**src/rtl/ctrl_sequencer_pkg.sv**
```systemverilog
// Shared types and constants for the multi-cycle control sequencer:
// one-hot state encoding, opcode values and memory request type codes.
package ctrl_sequencer_pkg;

    // One-hot FSM states; the encoding is visible on O_state.
    typedef enum logic [6:0] {
        ST_FETCH     = 7'b0000001,
        ST_DECODE    = 7'b0000010,
        ST_REGREAD   = 7'b0000100,
        ST_EXECUTE   = 7'b0001000,
        ST_MEM       = 7'b0010000,
        ST_WRITEBACK = 7'b0100000,
        ST_HALT      = 7'b1000000
    } state_e;

    // Opcodes that change the control flow; every other value is an ALU op.
    localparam logic [3:0] OPC_READ  = 4'h8;
    localparam logic [3:0] OPC_WRITE = 4'h9;
    localparam logic [3:0] OPC_HALT  = 4'hF;

    // Memory request type presented with the request strobe.
    localparam logic [1:0] MOP_FETCH = 2'b00;
    localparam logic [1:0] MOP_READ  = 2'b01;
    localparam logic [1:0] MOP_WRITE = 2'b10;

    // Request type for a data access made from the MEM state.
    function automatic logic [1:0] mem_op_for(input logic [3:0] opc);
        return (opc == OPC_WRITE) ? MOP_WRITE : MOP_READ;
    endfunction

endpackage

```
**src/rtl/ctrl_sequencer_mem_req_ctrl.sv**
```systemverilog
// Memory request handshake shared by FETCH and MEM: owns the pending flag,
// the one-cycle request strobe and the response timeout counter.
// o_done / o_timeout are combinational and valid only in a pending cycle.
module mem_req_ctrl
    import ctrl_sequencer_pkg::*;
#(
    parameter int MEM_TIMEOUT = 255,
    parameter int TMO_W       = 8
) (
    input  logic       clk,
    input  logic       rst_n,
    input  logic       i_active,
    input  logic       i_is_write,
    input  logic [1:0] i_op,
    input  logic       i_mem_ready,
    input  logic       i_data_ready,
    output logic       o_execute,
    output logic [1:0] o_mem_op,
    output logic       o_done,
    output logic       o_timeout
);

    localparam bit              TMO_EN    = (MEM_TIMEOUT != 0);
    // Last counter value before the limit is reached in the current wait cycle.
    localparam logic [TMO_W-1:0] TMO_LAST = TMO_W'(TMO_EN ? MEM_TIMEOUT - 1 : 0);

    logic             r_pending, w_pending_nxt;
    logic [TMO_W-1:0] r_cnt, w_cnt_nxt;
    logic             r_execute, w_execute_nxt;
    logic [1:0]       r_mem_op, w_mem_op_nxt;
    logic             w_issue;

    assign w_issue   = i_active & ~r_pending & i_mem_ready;
    // Writes finish one cycle after the request without a data handshake.
    assign o_done    = r_pending & (i_is_write | i_data_ready);
    // A response in the same cycle as the limit wins over the fault.
    assign o_timeout = r_pending & ~i_is_write & ~i_data_ready & TMO_EN & (r_cnt == TMO_LAST);

    // Next-state of the handshake: issue, complete/abandon, or keep counting.
    always_comb begin
        w_pending_nxt = r_pending;
        w_cnt_nxt     = r_cnt;
        w_execute_nxt = 1'b0;
        w_mem_op_nxt  = MOP_FETCH;
        if (w_issue) begin
            w_pending_nxt = 1'b1;
            w_cnt_nxt     = {TMO_W{1'b0}};
            w_execute_nxt = 1'b1;
            w_mem_op_nxt  = i_op;
        end else if (o_done || o_timeout) begin
            w_pending_nxt = 1'b0;
        end else if (r_pending) begin
            w_cnt_nxt = r_cnt + TMO_W'(1);
        end else begin
            w_cnt_nxt = r_cnt;
        end
    end

    // Handshake registers; reset abandons any outstanding request.
    always_ff @(posedge clk or negedge rst_n) begin
        if (!rst_n) begin
            r_pending <= 1'b0;
            r_cnt     <= {TMO_W{1'b0}};
            r_execute <= 1'b0;
            r_mem_op  <= MOP_FETCH;
        end else begin
            r_pending <= w_pending_nxt;
            r_cnt     <= w_cnt_nxt;
            r_execute <= w_execute_nxt;
            r_mem_op  <= w_mem_op_nxt;
        end
    end

    assign o_execute = r_execute;
    assign o_mem_op  = r_mem_op;

endmodule

```
**src/rtl/ctrl_sequencer.sv**
```systemverilog
// Multi-cycle control sequencer: steps each instruction through
// FETCH, DECODE, REGREAD, EXECUTE, optional MEM and WRITEBACK, with a
// stall hold in the decode/execute stages and a terminal HALT state.
module ctrl_sequencer
    import ctrl_sequencer_pkg::*;
#(
    parameter int INSTR_W     = 16,
    parameter int OPC_LSB     = 12,
    parameter int MEM_TIMEOUT = 255,
    parameter int TMO_W       = 8
) (
    input  logic               clk,
    input  logic               reset,
    input  logic [INSTR_W-1:0] I_instruction,
    input  logic               I_mem_ready,
    input  logic               I_data_ready,
    input  logic               I_stall,
    output logic [6:0]         O_state,
    output logic               O_execute,
    output logic [1:0]         O_mem_op,
    output logic [INSTR_W-1:0] O_instr,
    output logic               O_reg_we,
    output logic               O_retire,
    output logic               O_fault
);

    state_e             r_state, w_state_nxt;
    logic [INSTR_W-1:0] r_instr, w_instr_nxt;
    logic               r_reg_we, w_reg_we_nxt;
    logic               r_retire, w_retire_nxt;
    logic               r_fault, w_fault_nxt;
    logic [3:0]         w_opc;
    logic               w_active, w_is_write, w_done, w_timeout;
    logic [1:0]         w_req_op;

    assign w_opc      = r_instr[OPC_LSB+3:OPC_LSB];
    assign w_active   = (r_state == ST_FETCH) || (r_state == ST_MEM);
    assign w_is_write = (r_state == ST_MEM) && (w_opc == OPC_WRITE);
    assign w_req_op   = (r_state == ST_MEM) ? mem_op_for(w_opc) : MOP_FETCH;

    mem_req_ctrl #(
        .MEM_TIMEOUT (MEM_TIMEOUT),
        .TMO_W       (TMO_W)
    ) u_mem_req (
        .clk          (clk),
        .rst_n        (reset),
        .i_active     (w_active),
        .i_is_write   (w_is_write),
        .i_op         (w_req_op),
        .i_mem_ready  (I_mem_ready),
        .i_data_ready (I_data_ready),
        .o_execute    (O_execute),
        .o_mem_op     (O_mem_op),
        .o_done       (w_done),
        .o_timeout    (w_timeout)
    );

    // Next state and next registered outputs; strobes default low each cycle.
    always_comb begin
        w_state_nxt  = r_state;
        w_instr_nxt  = r_instr;
        w_reg_we_nxt = 1'b0;
        w_retire_nxt = 1'b0;
        w_fault_nxt  = r_fault;
        case (r_state)
            ST_FETCH: begin
                if (w_timeout) begin
                    w_fault_nxt = 1'b1;
                    w_state_nxt = ST_HALT;
                end else if (w_done) begin
                    w_instr_nxt = I_instruction;
                    w_state_nxt = ST_DECODE;
                end else begin
                    w_state_nxt = ST_FETCH;
                end
            end
            ST_DECODE: begin
                if (I_stall) begin
                    w_state_nxt = ST_DECODE;
                end else begin
                    w_state_nxt = ST_REGREAD;
                end
            end
            ST_REGREAD: begin
                if (I_stall) begin
                    w_state_nxt = ST_REGREAD;
                end else begin
                    w_state_nxt = ST_EXECUTE;
                end
            end
            ST_EXECUTE: begin
                if (I_stall) begin
                    w_state_nxt = ST_EXECUTE;
                end else if ((w_opc == OPC_READ) || (w_opc == OPC_WRITE)) begin
                    w_state_nxt = ST_MEM;
                end else if (w_opc == OPC_HALT) begin
                    w_retire_nxt = 1'b1;
                    w_state_nxt  = ST_HALT;
                end else begin
                    w_state_nxt = ST_WRITEBACK;
                end
            end
            ST_MEM: begin
                if (w_timeout) begin
                    w_fault_nxt = 1'b1;
                    w_state_nxt = ST_HALT;
                end else if (w_done) begin
                    w_state_nxt = ST_WRITEBACK;
                end else begin
                    w_state_nxt = ST_MEM;
                end
            end
            ST_WRITEBACK: begin
                w_reg_we_nxt = (w_opc != OPC_WRITE);
                w_retire_nxt = 1'b1;
                w_state_nxt  = ST_FETCH;
            end
            ST_HALT: begin
                w_state_nxt = ST_HALT;
            end
            default: begin
                // Corrupted one-hot value: restart cleanly from FETCH.
                w_state_nxt = ST_FETCH;
            end
        endcase
    end

    // State and output registers with asynchronous active-low reset.
    always_ff @(posedge clk or negedge reset) begin
        if (!reset) begin
            r_state  <= ST_FETCH;
            r_instr  <= {INSTR_W{1'b0}};
            r_reg_we <= 1'b0;
            r_retire <= 1'b0;
            r_fault  <= 1'b0;
        end else begin
            r_state  <= w_state_nxt;
            r_instr  <= w_instr_nxt;
            r_reg_we <= w_reg_we_nxt;
            r_retire <= w_retire_nxt;
            r_fault  <= w_fault_nxt;
        end
    end

    assign O_state  = r_state;
    assign O_instr  = r_instr;
    assign O_reg_we = r_reg_we;
    assign O_retire = r_retire;
    assign O_fault  = r_fault;

endmodule

```
**config.mk**
```make
export PLATFORM = sky130hd
export DESIGN_NAME = ctrl_sequencer
export DESIGN_NICKNAME = d
export VERILOG_FILES = /design/src/rtl/ctrl_sequencer_pkg.sv /design/src/rtl/ctrl_sequencer_mem_req_ctrl.sv /design/src/rtl/ctrl_sequencer.sv
export SDC_FILE = /design/constraint.sdc
export NUM_CORES = 1
export LEC_CHECK = 0
export ABC_AREA = 0
export ABC_CLOCK_PERIOD_IN_PS = 2200
export CORE_UTILIZATION = 48
export DETAILED_ROUTE_END_ITERATION = 12
export PLACE_DENSITY = 0.86
export RECOVER_POWER = 100
export SETUP_SLACK_MARGIN = 0.1
export SLEW_MARGIN = 40
export SYNTH_ARGS = -nofsm -noshare
export SYNTH_HDL_FRONTEND = slang
export SYNTH_SLANG_ARGS = --single-unit
export TNS_END_PERCENT = 50
```
**constraint.sdc**
```tcl
create_clock -name clk -period 2.2 [get_ports clk]
set_input_delay 0.22 -clock clk [delete_from_list [all_inputs] [get_ports clk]]
set_output_delay 0.22 -clock clk [all_outputs]
set_load 0.02 [all_outputs]
```
[Yosys cells after proc, flatten, opt, wreduce, memory -nomap -nowiden]
Index checks and enable logic that the tools add are counted.
Word-level totals
  register bits: 38
  output and inout bits: 29
Cells by class
  $add $sub $neg: 1
  eq/ne operators: 13
  mux-type cells: 24
  bitwise operators: 11
  reductions and logical operators: 10
Operator list (number)
  $pmux 7 s6: 1
  $mux 7: 5
  $mux 8: 3
  $eq 4x4->1 const B: 3
  $add 8x1->8 const B: 1
  $eq 8x8->1 const B: 1
  $mux 2: 4
  $eq 7x1->1 const B: 1
  $eq 7x2->1 const B: 1
  $eq 7x3->1 const B: 1
  $eq 7x4->1 const B: 1
  $eq 7x5->1 const B: 1
  $eq 7x6->1 const B: 1
  $eq 7x7->1 const B: 1
  $mux 1: 7
  $and 1x1->1: 6
  $mux 6: 1
  $mux 4: 1
  $ne 4x4->1 const B: 1
  $not 1->1: 4
  $reduce_and 2->1: 2
  $reduce_bool 2->1: 2
  $logic_or 1x1->1: 3
  $mux 3: 1
  other kinds (6): 6

[Logic depth before layout (Yosys ltp)]
  depth after elaboration: 9
  depth in mapped cells: 6
  mapped depth without buffers: 6

[Hierarchy]
A second synthesis with hierarchy kept.
Second synthesis, totals
  cell total of the unflattened synthesis: 146
  area total of the unflattened synthesis: 1761.7 µm²
By module, submodules not included
  ctrl_sequencer: instances 1, cells each 90, area each 1176.1 µm²
  mem_req_ctrl: instances 1, cells each 56, area each 585.6 µm²

[Worst setup path after synthesis]
Ideal clock, no wire load.
  kind: reg-to-reg
  start: register r_state[2], in the netlist O_state[2]
  end: register u_mem_req.r_cnt[2]
  arrival: 1.834 ns
  required time: 2.065 ns
  path slack: 0.231 ns
  stages on the path, launching flop included: 6
  period minus slack after synthesis: 1.969 ns
  cell sequence: dfrtp_1 buf_6 or4_4 or4b_4 o311ai_1 o31ai_1
Between the ends
  longest elaborated chain between the ends: 9
  elaborated cells on any way between the ends: 17
  classes of those cells: eq/ne: 3; mux: 1; bitwise: 8; reduce/logical: 5
Ends and longest elaborated chain
  from (decl): line ctrl_sequencer.sv:27  | state_e r_state, w_state_nxt;
  from (signal assigned): line ctrl_sequencer.sv:137  | r_state <= w_state_nxt;
  $eq 7x5->1: line ctrl_sequencer.sv:37, ctrl_sequencer.sv:38
  $logic_and 1x1->1: line ctrl_sequencer.sv:38  | assign w_is_write = (r_state == ST_MEM) && (w_opc == OPC_WRITE);
  $not 1->1: line ctrl_sequencer_mem_req_ctrl.sv:37  | assign o_timeout = r_pending & ~i_is_write & ~i_data_ready & TMO_EN & (r_cnt == TMO_LAST);
  $and 1x1->1 (3 in series): line ctrl_sequencer_mem_req_ctrl.sv:37
  $logic_or 1x1->1: line ctrl_sequencer_mem_req_ctrl.sv:50  | end else if (o_done || o_timeout) begin
  $ne 2x1->1 (no source line)
  $reduce_and 2->1 (no source line)
  to (signal assigned): line ctrl_sequencer_mem_req_ctrl.sv:63  | r_cnt <= {TMO_W{1'b0}};
  to (signal assigned): line ctrl_sequencer_mem_req_ctrl.sv:68  | r_cnt <= w_cnt_nxt;
  to (decl): line ctrl_sequencer_mem_req_ctrl.sv:28  | logic [TMO_W-1:0] r_cnt, w_cnt_nxt;
Several ways; a longest one is shown, not always the timed one.
A chain may end at the register's enable or synchronous reset.

[Final worst setup path]
  start: register r_state[1], in the netlist O_state[1]
  end: register r_state[4], in the netlist O_state[4]
Between the ends
  longest elaborated chain between the ends: 8
  elaborated cells on any way between the ends: 16
  classes of those cells: eq/ne: 6; mux: 3; bitwise: 6; reduce/logical: 1
Ends and longest elaborated chain
  $eq 7x5->1: line ctrl_sequencer.sv:38, ctrl_sequencer.sv:65
  $logic_and 1x1->1: line ctrl_sequencer.sv:38
  $not 1->1: line ctrl_sequencer_mem_req_ctrl.sv:37
  $and 1x1->1 (3 in series): line ctrl_sequencer_mem_req_ctrl.sv:37
  $mux 7: line ctrl_sequencer.sv:104  | if (w_timeout) begin
  $pmux 7 s6 (*): line ctrl_sequencer.sv:65  | case (r_state)
  named net w_state_nxt[4]: line ctrl_sequencer.sv:27
The timed path passes the listed nets; every way through them passes the cells marked *.

==> out/results.tsv <==
metric	value	unit
run status	completed	
Hold Path Class	reg2reg	
final hold violations	0	
synthesis-to-layout area growth	32.87	%
most common cell in the synthesized netlist	dfrtp_1	
cts bufs inserted	5	
root buffer cell	clkbuf_8	
Worst Max-Slew Pin Slew	0.9210	ns
Clock Power Share	0.209	
crit path launch type	flip-flop	
syn_nets	183	
top cell type's share of synthesized area	0.4943	
R2R setup slack	0.21	ns
worst vdd ir	0.8131	mV
Syn Inst Count	160	
CTS tree	yes	
Worst-path clk slew	0.08	ns
latest clock arrival within the worst-skew pair	0.29	ns
Setup Total Neg Slack	0	ns
Routed WL	3892	µm
chip width	64.47	µm
predominant post-synthesis flop cell	dfrtp_1	
via count	1496	
gr ovfl total	0	
GRT Overall Usage	0.2155	
H-tree Lvls	2	
crit path kind	reg2reg	
CP max stage cell	dfrtp_1	
fin nets	237	
ranking of synthesized cells by area	dfrtp_1, mux2_2, buf_6	
CORE AREA	3689	µm²
io pins	50	
largest net degree at the start of global routing	39	
register bit total from synthesis	38	
clk_skew	0.01311	ns
post-DP HPWL	2803	µm
CTS Buffer Depth	2	
Post-synth EDFFs	0	
final setup violation count	0	
Leakage	1.102	nW
Highest Clock Rate	0.5032	GHz
Min Clock Period, post-route	1.987	ns
Tcrit/Tclk final	0.9032	
die area	4156	µm²
Core Rows	22	
Ys Warns	0	
first-pass GRT wire length	6851	µm
Async SR Flop Fraction	1.000	
area leader, netlist	dfrtp_1	
number of global-route vias before repair	1489	
average vias per placed instance	5.688	
clock sink count	38	
Initial Util	0.5078	
unrepaired setup endpoints after global routing	false	
Max Cap Viol	0	
Antenna Cells	0	
mapped cell area	1873	µm²
Routability Congestion	0.8036	
initial antenna violation count	0	
DR WL/cell	14.80	µm
antenna viol nets, final	0	
DRT Pass-1 Iters	4	
CP Data Required Time	2.37	ns
Int Power	1.813	mW
drt initial violations	55	
total chip power	2.825	mW
post-CTS sizing	0	
Max FO, Critical Path	12	
Max Slew Vio Count	0	
proportion of layout cells with a drive suffix above 1	0.1488	
combinational share of power	0.398	
P_sw	1.011	mW
Die Y	64.47	µm
library cells used by synthesis	46	
Seq pwr share	0.392	
DRC viols	0	
Max stage delay on crit path	0.49	ns
leading cell types by count after synthesis	dfrtp_1, mux2_2, nand2_1	
headroom to the max-slew limit	0.3860	
PwrDens	1135	nW/µm²
Setup crit end kind	flip-flop	
worst-path cell chain	nor4_1 > clkbuf_1 > and4_1 > o21a_1 > o32ai_1	
Syn Area/Cell	11.71	µm²
WP data arrival	2.15	ns
buffers added on ports	49	
switching share of power	0.3580	
post-synthesis sequential area ratio	0.5084	
metal layers:
layer | part of all wire | track usage | vias to the layer above
li1 | - | - | 716
met1 | 0.45 | 0.2829 | 708
met2 | 0.45 | 0.3303 | 65
met3 | 0.084 | 0.06866 | 7
met4 | 0.016 | 0.08611 | 0
met5 | 0 | 0 | -
flip-flops by register name, indices dropped and copies added, names as in the netlist:
register and count:
u_mem_req.r_cnt 8, u_mem_req.o_execute 1, O_reg_we 1, O_state 7, u_mem_req.o_mem_op 2, u_mem_req.r_pending 1, O_retire 1, O_fault 1
O_instr 16
final cells by class:
type                    instances  area (µm²)
well taps                      48       60.06
flip-flops and latches         38       952.2
fillers                       279        1200
inverters                       4       15.01
repair buffers                 54       521.8
multi-input cells             111       829.5
clock buffers                   6       72.57
clock inverters                 2       37.54
power groups by stage:
stage	combinational [mW]	clock, mW	sequential [mW]
2_1_floorplan	0.558	0	1.28
3_3_place_gp	1.20	0	1.11
3_5_place_dp	1.22	0	1.13
4_1_cts	1.23	0.606	1.12
5_1_grt	1.23	0.628	1.15
6_report	1.13	0.591	1.11
cell usage in the layout (no fill, tap or decap), types with 2 or more instances in the layout:
cell type        instances
o21ai_0                  6
nand4b_1                 2
clkbuf_8                 5
o21a_1                   2
a21oi_1                  5
ha_1                     2
nand2b_1                 5
o41ai_1                  2
nand3_1                  5
dlygate4sd3_1           30
nor2_1                   6
mux2_2                  16
nor2b_1                  2
nor4_1                   4
clkbuf_1                 2
nand3b_1                 2
buf_4                    3
o311ai_0                 2
or4_1                    6
dfrtp_1                 37
nor3_1                   6
nor3b_1                  2
nand2_1                  8
and2b_1                  2
mux2i_1                  3
nand4_1                  3
inv_1                    4
o31ai_1                  3
clkdlybuf4s50_1         19
path summary, 6_finish.rpt:
kind	start	end	depth (start not counted)
worst max-delay path	O_state[1]	O_state[4]	5
worst min-delay path	O_fault	O_fault	1
worst max register to register	O_state[1]	O_state[4]	5
worst min register to register	O_fault	O_fault	1
max in group asynchronous	reset	O_instr[4]	2
min in group asynchronous	reset	O_instr[0]	2
metrics by stage:
step	util	hold WS (ns)	std cells	instance area [µm²]	setup WS (ns)
after floorplan	-	-0.07559	160	1873	0.2314
after global placement	0.6493	0.3723	254	2395	0.2820
after detailed placement	0.6499	0.2158	254	2397	0.2627
after CTS	0.6825	0.4337	263	2517	0.2450
after global routing	0.6747	0.5173	263	2489	0.08645
final	0.6747	0.4818	263	2489	0.2129
critical path: cells and delay by family, from the launching register on:
| family | cells | cell delay [ns] |
|---|---|---|
| flip-flops | 1 | 0.49 |
| buffers and inverters | 1 | 0.23 |
| AO/OA/AOI/OAI | 2 | 0.31 |
| AND/OR/NAND/NOR | 2 | 0.84 |
what timing repair did:
| item | in CTS | in global routing |
|---|---|---|
| hold buffers | 1 | 0 |
| setup buffers | 0 | 0 |
| endpoints found under the hold margin | 37 | 0 |
| endpoints found under the setup margin | 0 | 0 |
kinds of logic after synthesis:
kind of cell | count (synthesis) | share of synthesized area
and+or+nand+nor | 62 | 0.2258
AOI/OAI and AO/OA | 27 | 0.09887
buffers and inverters | 11 | 0.03674
muxes | 19 | 0.1122
xor gates and xnor gates | 1 | 0.004677
DFF | 38 | 0.5084
adders and majority gates | 2 | 0.01336
Power figures use the tool's default switching activity.
